**src/rtl/ras_pkg.sv**
```systemverilog
// Shared types and constants for the return-address stack controller.
// State encoding, request opcodes, fault codes and default geometry.
package ras_pkg;

  localparam int ADDR_W_DEF = 19;
  localparam int PTR_W_DEF  = 8;
  localparam logic [18:0] INITIAL_SP_DEF = 19'h1FFFF;

  typedef enum logic [2:0] {
    IDLE  = 3'd0,
    WRITE = 3'd1,
    READ  = 3'd2,
    WAIT  = 3'd3,
    RESP  = 3'd4,
    FAULT = 3'd5
  } state_t;

  localparam logic OP_CALL = 1'b0;
  localparam logic OP_RET  = 1'b1;

  localparam logic [1:0] FAULT_NONE = 2'b00;
  localparam logic [1:0] FAULT_OVF  = 2'b01;
  localparam logic [1:0] FAULT_UNF  = 2'b10;

endpackage

```
**src/rtl/ras_ctrl.sv**
```systemverilog
// Return-address stack controller: sequences an external 1-port stack RAM
// (1-cycle read) for call/ret requests and tracks sp, depth and sticky faults.
module ras_ctrl
  import ras_pkg::*;
#(
  parameter int ADDR_W = ADDR_W_DEF,
  parameter int PTR_W  = PTR_W_DEF,
  parameter int DEPTH  = 256,
  parameter logic [ADDR_W-1:0] INITIAL_SP = ADDR_W'(INITIAL_SP_DEF)
) (
  input  logic              clk,
  input  logic              rst,
  input  logic              req_valid,
  input  logic              req_op,
  input  logic [ADDR_W-1:0] req_addr,
  output logic              req_ready,
  output logic              rsp_valid,
  output logic [ADDR_W-1:0] rsp_addr,
  output logic              rsp_err,
  input  logic              rsp_ready,
  output logic              mem_en,
  output logic              mem_we,
  output logic [PTR_W-1:0]  mem_addr,
  output logic [ADDR_W-1:0] mem_wdata,
  input  logic [ADDR_W-1:0] mem_rdata,
  output logic [ADDR_W-1:0] sp,
  output logic [PTR_W:0]    depth,
  output logic              empty,
  output logic              full,
  output logic              fault,
  output logic [1:0]        fault_code,
  input  logic              clr_fault
);

  state_t             state_reg, state_next;
  logic [ADDR_W-1:0]  sp_reg, sp_next;
  logic [PTR_W:0]     depth_reg, depth_next;
  logic               fault_reg, fault_next;
  logic [1:0]         fault_code_reg, fault_code_next;
  logic [ADDR_W-1:0]  rsp_addr_reg, rsp_addr_next;
  logic               rsp_err_reg, rsp_err_next;
  logic [ADDR_W-1:0]  addr_latch_reg, addr_latch_next;

  logic [ADDR_W-1:0]  sp_dec;
  logic               full_int, empty_int;

  assign sp_dec    = sp_reg - ADDR_W'(1);
  assign full_int  = (depth_reg == (PTR_W+1)'(DEPTH));
  assign empty_int = (depth_reg == '0);

  always_ff @(posedge clk) begin
    if (rst) begin
      state_reg      <= IDLE;
      sp_reg         <= INITIAL_SP;
      depth_reg      <= '0;
      fault_reg      <= 1'b0;
      fault_code_reg <= FAULT_NONE;
      rsp_addr_reg   <= '0;
      rsp_err_reg    <= 1'b0;
      addr_latch_reg <= '0;
    end else begin
      state_reg      <= state_next;
      sp_reg         <= sp_next;
      depth_reg      <= depth_next;
      fault_reg      <= fault_next;
      fault_code_reg <= fault_code_next;
      rsp_addr_reg   <= rsp_addr_next;
      rsp_err_reg    <= rsp_err_next;
      addr_latch_reg <= addr_latch_next;
    end
  end

  always_comb begin
    state_next      = state_reg;
    sp_next         = sp_reg;
    depth_next      = depth_reg;
    fault_next      = fault_reg;
    fault_code_next = fault_code_reg;
    rsp_addr_next   = rsp_addr_reg;
    rsp_err_next    = rsp_err_reg;
    addr_latch_next = addr_latch_reg;
    req_ready       = 1'b0;
    rsp_valid       = 1'b0;
    mem_en          = 1'b0;
    mem_we          = 1'b0;
    mem_addr        = sp_reg[PTR_W-1:0];
    mem_wdata       = addr_latch_reg;

    // A clear acts everywhere; a fault raised in the same cycle overrides it below.
    if (clr_fault) begin
      fault_next      = 1'b0;
      fault_code_next = FAULT_NONE;
    end

    case (state_reg)
      IDLE: begin
        req_ready = 1'b1;
        if (req_valid) begin
          if (req_op == OP_CALL) begin
            if (full_int) begin
              state_next      = RESP;
              rsp_err_next    = 1'b1;
              rsp_addr_next   = req_addr;
              fault_next      = 1'b1;
              fault_code_next = FAULT_OVF;
            end else begin
              addr_latch_next = req_addr;
              state_next      = WRITE;
            end
          end else begin
            if (empty_int) begin
              state_next      = RESP;
              rsp_err_next    = 1'b1;
              rsp_addr_next   = '0;
              fault_next      = 1'b1;
              fault_code_next = FAULT_UNF;
            end else begin
              state_next = READ;
            end
          end
        end
      end
      WRITE: begin
        mem_en        = 1'b1;
        mem_we        = 1'b1;
        mem_addr      = sp_dec[PTR_W-1:0];
        sp_next       = sp_dec;
        depth_next    = depth_reg + (PTR_W+1)'(1);
        rsp_addr_next = addr_latch_reg;
        rsp_err_next  = 1'b0;
        state_next    = RESP;
      end
      READ: begin
        mem_en     = 1'b1;
        sp_next    = sp_reg + ADDR_W'(1);
        depth_next = depth_reg - (PTR_W+1)'(1);
        state_next = WAIT;
      end
      WAIT: begin
        rsp_addr_next = mem_rdata;
        rsp_err_next  = 1'b0;
        state_next    = RESP;
      end
      RESP: begin
        rsp_valid = 1'b1;
        // A clear arriving with the handshake spares the trip through FAULT.
        if (rsp_ready) begin
          state_next = (fault_reg && !clr_fault) ? FAULT : IDLE;
        end
      end
      FAULT: begin
        if (clr_fault) begin
          state_next = IDLE;
        end
      end
      default: begin
        state_next = IDLE;
      end
    endcase
  end

  assign rsp_addr   = rsp_addr_reg;
  assign rsp_err    = rsp_err_reg;
  assign sp         = sp_reg;
  assign depth      = depth_reg;
  assign empty      = empty_int;
  assign full       = full_int;
  assign fault      = fault_reg;
  assign fault_code = fault_code_reg;

endmodule

```
**config.mk**
```make
export PLATFORM = sky130hd
export DESIGN_NAME = ras_ctrl
export DESIGN_NICKNAME = d
export VERILOG_FILES = /design/src/rtl/ras_pkg.sv /design/src/rtl/ras_ctrl.sv
export SDC_FILE = /design/constraint.sdc
export NUM_CORES = 1
export LEC_CHECK = 0
export BUFFER_PORTS_ARGS = -buffer_cell sky130_fd_sc_hd__buf_2
export CORE_UTILIZATION = 50
export CTS_BUF_LIST = sky130_fd_sc_hd__clkbuf_8
export DETAILED_ROUTE_END_ITERATION = 10
export GPL_ROUTABILITY_DRIVEN = 0
export GPL_TIMING_DRIVEN = 0
export PLACE_DENSITY = 0.91
export SLEW_MARGIN = 10
export SYNTH_ARGS = -nofsm -noshare
export SYNTH_HDL_FRONTEND = slang
export SYNTH_SLANG_ARGS = --single-unit
```
**constraint.sdc**
```tcl
create_clock -name clk -period 7.3 [get_ports clk]
set_input_delay 0.73 -clock clk [delete_from_list [all_inputs] [get_ports clk]]
set_output_delay 0.73 -clock clk [all_outputs]
set_load 0.05 [all_outputs]
```
* Word level (Yosys, flattened, before mapping)
Index checks and enable logic that the tools add are counted.
** Storage, ports and cells
- Output and inout port bits :: 84
- Register bits after elaboration :: 73
- Word-level logic and storage cells :: 75
- Bits of input ports :: 44
** Operators by class
- Equal/unequal tests :: 11
- Muxes and demuxes :: 37
- Reductions and logical operators :: 13
- Add/sub/neg operators :: 4
- Bitwise logic cells :: 2
** Operators by type and width (count)
- $mux 19 :: 4
- $pmux 19 s3 :: 1
- $pmux 19 s2 :: 1
- $mux 3 :: 7
- $add 19x1->19 const B :: 1
- $sub 19x1->19 const B :: 1
- $pmux 9 s2 :: 1
- $pmux 3 s5 :: 1
- $mux 1 :: 14
- $mux 2 :: 6
- $reduce_and 4->1 :: 3
- $add 9x1->9 const B :: 1
- $eq 9x9->1 const B :: 1
- $logic_not 9->1 :: 1
- $sub 9x1->9 const B :: 1
- $mux 8 :: 1
- $eq 3x2->1 const B :: 2
- $eq 3x3->1 const B :: 2
- $ne 2x2->1 const B :: 3
- $ne 3x3->1 const B :: 2
- $reduce_bool 2->1 :: 2
- $reduce_or 2->1 :: 2
- $eq 3x1->1 const B :: 1
- $logic_not 3->1 :: 1
- 6 further kinds :: 7

* Depth between registers and ports, before layout
Gate-level depths: netlist of run 1.
- Word-level depth :: 5
- Depth in mapped cells :: 9
- Depth with buffers taken out :: 8

* Worst setup path before layout of run 1
Ideal clock, no wire load.
- Path type :: register -> output
- From :: reg sp_reg[0], in the netlist sp[0]
- To :: out mem_addr[1]
- Cell stages (with the launch flop) :: 4
- Setup slack :: 4181 ps
- Data arrival time :: 2389 ps
- Data required time :: 6570 ps
- Cells stage by stage :: dfxtp_1 -> inv_1 -> ha_1 -> o21ai_0
** Between the ends
- Word-level cells in the longest chain between the ends :: 2
** RTL lines
- start, declared :: RTL line ras_ctrl.sv:36 : logic [ADDR_W-1:0] sp_reg, sp_next;
- start signal, assigned :: RTL line ras_ctrl.sv:63 : sp_reg <= sp_next;
- $sub 19x1->19 :: RTL line ras_ctrl.sv:47 : assign sp_dec = sp_reg - ADDR_W'(1);
- $mux 8 :: RTL line ras_ctrl.sv:95 : case (state_reg)
- end, declared :: RTL line ras_ctrl.sv:23 : output logic [PTR_W-1:0] mem_addr,
Every way passes these cells.

* Worst setup path after layout of run 1
- From :: reg state_reg[1]
- To :: reg depth_reg[8], in the netlist depth[8]
** Between the ends
- Word-level cells in the longest chain between the ends :: 2
** RTL lines
- start, declared :: RTL line ras_ctrl.sv:35 : state_t state_reg, state_next;
- start signal, assigned :: RTL line ras_ctrl.sv:62 : state_reg <= state_next;
- $eq 3x2->1 / $eq 3x1->1 (equally long branches) :: RTL line ras_ctrl.sv:95
- $pmux 9 s2 / $reduce_bool 2->1 (equally long branches)
- end signal, assigned :: RTL line ras_ctrl.sv:64 : depth_reg <= depth_next;
- end, declared :: RTL line ras_ctrl.sv:37 : logic [PTR_W:0] depth_reg, depth_next;
Several ways; a longest one is shown, not always the timed one.
A chain may end at the register's enable or synchronous reset.

==> metrics.cfg, run 1 <==
[clock_tree]
ctsLongestPathBuffers = 2
insertion_delay_ps = 360
path_clk_slew_ps = 80
cts.sinks = 73
cts_resized = 0
h_tree_depth = 3
clock_tree_from_tritoncts = yes
cts-hold-fix-buffers = 0
post_cts_buffers = 0
tritoncts.num_buffers = 9
root_buffer = clkbuf_8

[floorplan]
die_area_sq_um = 8246
floorplan.die.width_microns = 90.81
placement_rows = 32
io_pins = 128
placeableCoreArea_sq_um = 7687
chipHeight_microns = 90.81
starting_density_pct = 51.30

[timing]
layout_min_cycle_time_ps = 3063
fin_setup_tns_ps = 0
f_max_mhz = 326.5
fin_crit_sh_pct = 41.96
whs_ps = 466.3
finalMaxSlewViolations = 0
tightestPinTransition_ps = 707.1
finalSetupViolations = 0
worst_slew_margin_rel_pct = 52.50
rsz0062_at_grt = no
skew_ps = 7.950
hold_viol = 0

[global_routing]
first_global_vias = 4148
grt.total_usage_pct = 28.19
initial_antenna_violation_count = 0
global_route_wire_length_before_repair_mm = 18.88
grt_overflow = 0
grt_max_degree = 13

[power_and_ir_drop]
max-vdd-ir-drop_mv = 0.2625
cell_internal_pwr_mw = 1.010
seqPwrFrac_pct = 26.4
total_switching_power_mw = 1.167
power.leakage_nw = 1.986
netSwitchingFraction_pct = 53.60
power-per-cell-area_nw_per_um2 = 445.1
comb_power_share_pct = 59.2
p_clk_share_pct = 14.4

[cells_and_area]
final.fill_count = 664
syn_to_final_growth_pct = 24.05
nets = 681
diodes = 0
drive_gt1_share_pct = 26.02
final_core_utilization_pct = 63.64

[detailed_routing]
detail-route-antenna-nets = 0
detail_route.wirelength.met1_mm = 4.349
met3_length_mm = 1.037
wl_met2_mm = 5.584
drc = 0
detail_route.iter0.violations = 327
totalWireLength_mm = 11.27
avgViaCountPerCell = 5.703
top_signal_layer_used = met4
routedWlPerCell_microns = 15.22
drt_first_pass_iters = 6
dr_total_vias = 4220

[synth]
synth_area_leader_cell = dfxtp_1
synth.net_count = 543
postSynthAreaPerCell_sq_um = 7.951
commonest_cells_post_synth = 80 x nand2_1, 73 x dfxtp_1, 52 x nor2_1, 51 x a21oi_1
yosysTopAreaCellShare_pct = 37.06
synth-edff-count = 0
synth_async_sr_flop_share_pct = 0
dominantRegCellSynth = dfxtp_1
synth.top_cells.by_area = dfxtp_1 37%, nand2_1 7.6%, a21oi_1 6.5%
synthCells = 496
ys_seq_elements = 73
synth-seq-area-share_pct = 37.06
ys.warnings.count = 0
synth_cell_type_count = 58
post-synth-top-count-cell = nand2_1
post_synth_instance_area_sq_um = 3944

[critical_path]
cp_num_cells = 9
slowest_stage = or3b_2
timing.critical_path.from_type = flop
worstRegToRegCells = 9
cp-end-kind = flop
max_stage_delay_ps = 510
cp_num_buf_inv = 1
crit_arrival_ps = 3310
crit_type = reg -> reg
critPathRequiredTime_ps = 7540
timing.critical_path.cells = or3b_2 > clkbuf_1 > xnor2_1 > ha_1 > or3_1 > a21oi_1 > nor4_1 > a31oi_1 > mux2_1
path_max_fanout = 10
critical-path-top-delay-family = simple AND/OR/NAND/NOR gates

[worst_hold_path]
timing.hold.worst.class = reg -> reg
min_path_cells = 1

[placed_design]
port-buffer-count = 127
detailedPlacementHpwl_mm = 8.377

[status]
outcome = finished clean

[flow_run]
maxCapViolCount = 0

## power by group through the flow
stage / combinational (mW) / sequential, mW / clock (mW)
5_1_grt: 1.38 / 0.590 / 0.331
4_1_cts: 1.28 / 0.574 / 0.315
2_1_floorplan: 0.742 / 0.834 / 0
6_report: 1.29 / 0.575 / 0.313
3_5_place_dp: 1.28 / 0.582 / 0
3_3_place_gp: 1.25 / 0.576 / 0
## final timing paths
path,start,to,slack [ps]
max reg2reg,state_reg[1],depth[8],4240
min reg2reg,rsp_addr[14],rsp_addr[14],470
min,rsp_addr[14],rsp_addr[14],470
max,state_reg[1],depth[8],4240
## metal layers
metal | track usage (%) | up-vias
met5 | 0 | -
met1 | 31.30 | 1927
met2 | 49.75 | 242
met3 | 7.660 | 32
met4 | 13.23 | 0
li1 | - | 2019
## metrics by stage
step | instances | worst slack [ps] | instance area [sq um] | power (mW)
floorplan | 496 | 4181 | 3944 | 1.576
global placement | 725 | 4434 | 4707 | 1.827
detailed placement | 725 | 4396 | 4707 | 1.860
CTS | 740 | 4305 | 4892 | 2.173
global route | 740 | 4117 | 4892 | 2.297
finish | 740 | 4237 | 4892 | 2.177
## cell families after synthesis
| kind of cell | share of synthesized area, % |
|---|---|
| simple gates | 26.55 |
| compound gates | 18.24 |
| flops | 37.06 |
| buf+inv | 5.869 |
| xor+xnor | 6.218 |
| mux | 5.108 |
| fa+ha+maj | 0.9519 |
## placed cells by master, fill, tap and decap left out, drive strengths merged, types with 3 or more instances in the layout
| cell type | netlist | layout |
|---|---|---|
| clkinv | 1 | 5 |
| a211oi | 4 | 4 |
| a32oi | 3 | 3 |
| o2bb2ai | 15 | 15 |
| or3 | 7 | 7 |
| nand3 | 16 | 16 |
| buf | 15 | 142 |
| mux2i | 19 | 19 |
| nor4 | 9 | 9 |
| o21ai | 9 | 9 |
| nor3 | 16 | 16 |
| ha | 3 | 3 |
| xor2 | 11 | 11 |
| o22ai | 6 | 6 |
| a21oi | 51 | 51 |
| nor3b | 4 | 4 |
| o31ai | 3 | 3 |
| and3 | 4 | 4 |
| and4 | 3 | 3 |
| inv | 12 | 13 |
| xnor2 | 17 | 17 |
| clkbuf | 20 | 29 |
| a31oi | 7 | 7 |
| dfxtp | 73 | 73 |
| o32ai | 3 | 3 |
| nand4 | 6 | 6 |
| nor2b | 5 | 5 |
| nor2 | 52 | 52 |
| nand2 | 80 | 80 |
| and2 | 3 | 3 |
## final cells by class
cell class,instances,area [sq um],area share (%)
multi-input combinational,375,2251,46.01
sequential,73,1461,29.87
timing repair buffer,127,635.6,12.99
buffer,35,177.7,3.632
tap,102,127.6,2.609
clock buffer,9,123.9,2.532
clock inverter,6,61.31,1.253
inverter,13,53.80,1.100
Note: power is estimated with default switching activity, not from simulation.
==> inputs of run 2 (changes only) <==
- ABC_AREA: unset -> 1
- CORE_UTILIZATION: 50 -> 48
- PLACE_DENSITY: 0.91 -> 0.9
- clock period: 7.3 -> 2.8 ns (I/O delays scaled with it)
==> metrics.cfg, run 2 <==
[status]
outcome = finished clean

[synth]
synth_async_sr_flop_share_pct = 0  ; unchanged
synthCells = 634  ; +28%
dominantRegCellSynth = dfxtp_1
synth.net_count = 681  ; +25%
synth.top_cells.by_area = dfxtp_1 35%, nand2_1 12%, a21oi_1 7.3%
synth_area_leader_cell = dfxtp_1
post-synth-top-count-cell = nand2_1
ys.warnings.count = 0  ; unchanged
commonest_cells_post_synth = 134 x nand2_1, 78 x inv_1, 73 x dfxtp_1, 61 x a21oi_1, 59 x o21ai_0
synth-edff-count = 0  ; unchanged
yosysTopAreaCellShare_pct = 34.84  ; -2.2 points
synth-seq-area-share_pct = 34.84  ; -2.2 points
ys_seq_elements = 73  ; unchanged
synth_cell_type_count = 36  ; -38%
post_synth_instance_area_sq_um = 4194  ; +6.3%
postSynthAreaPerCell_sq_um = 6.615  ; -17%

[timing]
finalSetupViolations = 0  ; unchanged
finalMaxSlewViolations = 0  ; unchanged
rsz0062_at_grt = no
layout_min_cycle_time_ps = 2551
timing.final.ws_setup_ps = 249.0  ; -3988 ps
fin_crit_sh_pct = 91.11
fin_setup_tns_ps = 0  ; unchanged
worst_slew_margin_rel_pct = 56.82  ; +4.3 points
skew_ps = 8.024  ; +0.07444 ps
f_max_mhz = 392.0
hold_viol = 0  ; unchanged
tightestPinTransition_ps = 647.7  ; -59.34 ps
whs_ps = 225.0  ; -241.3 ps

[cells_and_area]
drive_gt1_share_pct = 23.29  ; -2.7 points
layout_commonest_cell = buf_2
diodes = 0  ; unchanged
most-common-layout-cells = 140 x buf_2, 134 x nand2_1, 79 x inv_1
syn_to_final_growth_pct = 23.54
finalInstanceArea_sq_um = 5181  ; +5.9%
nets = 819  ; +20%

[detailed_routing]
met3_length_mm = 1.382  ; +33%
drc = 0  ; unchanged
totalWireLength_mm = 13.01  ; +15%
top_signal_layer_used = met4
drt_first_pass_iters = 5  ; -1
detail_route.iter0.violations = 238  ; -27%
detail_route.wirelength.met1_mm = 5.168  ; +19%
routedWlPerCell_microns = 14.75  ; -3.1%
dr_total_vias = 4911  ; +16%
avgViaCountPerCell = 5.568  ; -2.4%
detail-route-antenna-nets = 0  ; unchanged
wl_met2_mm = 6.301  ; +13%

[placed_design]
preCtsSetupSlack_ps = 423.1  ; -3973 ps
detailedPlacementHpwl_mm = 9.563  ; +14%
port-buffer-count = 127  ; unchanged
detailed_place.area_sq_um = 4961  ; +5.4%

[critical_path]
crit_type = reg -> out
timing.critical_path.from_type = flop
crit_arrival_ps = 2270  ; -1040 ps
critPathRequiredTime_ps = 2520  ; -5020 ps
path_max_fanout = 10  ; unchanged
cp-end-kind = output pin

[power_and_ir_drop]
max-vdd-ir-drop_mv = 0.8444  ; +220%
total_switching_power_mw = 3.607  ; +210%
power-per-cell-area_nw_per_um2 = 1237  ; +180%
cell_internal_pwr_mw = 2.802  ; +180%
power.leakage_nw = 2.537  ; +28%
comb_power_share_pct = 61.1  ; +1.9 points
netSwitchingFraction_pct = 56.28  ; +2.7 points
p_total_mw = 6.409  ; +190%
seqPwrFrac_pct = 24.6  ; -1.8 points
p_clk_share_pct = 14.3  ; about the same

[clock_tree]
cts_resized = 0  ; unchanged
h_tree_depth = 3  ; unchanged
tritoncts.num_buffers = 9  ; unchanged
ctsLongestPathBuffers = 2  ; unchanged
post_cts_buffers = 0  ; unchanged
cts-hold-fix-buffers = 0  ; unchanged
insertion_delay_ps = 350  ; about the same
path_clk_slew_ps = 80  ; about the same
root_buffer = clkbuf_8
cts.sinks = 73  ; unchanged
clock_tree_from_tritoncts = yes

[floorplan]
io_pins = 128  ; unchanged
placeableCoreArea_sq_um = 8341  ; +8.5%
starting_density_pct = 50.29  ; -1.0 points
placement_rows = 33  ; +3.1%
chipHeight_microns = 95.48  ; +5.1%
die_area_sq_um = 9115  ; +11%
floorplan.die.width_microns = 95.48  ; +5.1%

[global_routing]
initial_antenna_violation_count = 1  ; +1
global_route_wire_length_before_repair_mm = 20.31  ; +7.6%
grt_max_degree = 14  ; +1
first_global_vias = 4297  ; +3.6%
grt_overflow = 0  ; unchanged
grt.total_usage_pct = 28.80  ; +0.61 points

[flow_run]
maxCapViolCount = 0  ; unchanged

[worst_hold_path]
timing.hold.worst.class = in -> reg

## run 2: worst max-delay path, cell delays in order (launching register included)
cell,delay (ps)
dfxtp_1,410
inv_2,80
nor2_2,110
inv_2,90
nor2_4,190
inv_2,70
buf_2,200
buf_6,170
a21oi_1,100
o21ai_0,110
o21ai_0,100
buf_2,290
## run 2: layout make-up
type | count | area (sq um)
fillers | 795 | 3159
multi-input cells | 443 | 2228
plain buffers | 33 | 185.2
repair buffers | 127 | 635.6
flip-flops and latches | 73 | 1461
inverters | 85 | 319.1
clock inverters | 7 | 96.34
well taps | 105 | 131.4
clock buffers | 9 | 123.9
## run 2: worst paths after layout
path | start | end | slack [ps] | cells past startpoint
setup / recovery | state_reg[0] | mem_addr[5] | 250 | 11
hold reg to reg | rsp_addr[5] | rsp_addr[5] | 450 | 2
setup reg to reg | state_reg[2] | depth[8] | 310 | 19
hold / removal | req_addr[2] | mem_wdata[2] | 220 | 3
## run 2: power groups by stage
stage                     combinational (mW)  sequential [mW]  clock, mW
after floorplan                         2.13             2.42          0
after global placement                  3.81             1.58          0
after detailed placement                3.87             1.59          0
after CTS                               3.88             1.57      0.929
after global routing                    4.23             1.61      0.984
final                                   3.92             1.57      0.917
## run 2: logic make-up after synthesis
group                    count (synthesis)  synth area share [%]
XOR/XNOR                                 7                 1.462
AND/OR/NAND/NOR                        272                 29.18
AO/OA/AOI/OAI                          160                 21.36
multiplexers                             1                0.2387
buffers and inverters                  118                 12.02
flip-flops                              73                 34.84
adder cells (fa/ha/maj)                  3                0.8951
## run 2: metrics by stage
stage | utilization (%) | std cells
3_5_place_dp | 59.48 | 866
5_1_grt | 62.12 | 882
2_1_floorplan | - | 634
3_3_place_gp | 59.48 | 866
6_report | 62.12 | 882
4_1_cts | 62.12 | 882
## run 2: layer usage
layer | track usage (%) | vias to the layer above
met5 | 0 | -
met4 | 9.453 | 0
met3 | 5.981 | 18
met2 | 50.30 | 277
met1 | 35.07 | 2212
li1 | - | 2404
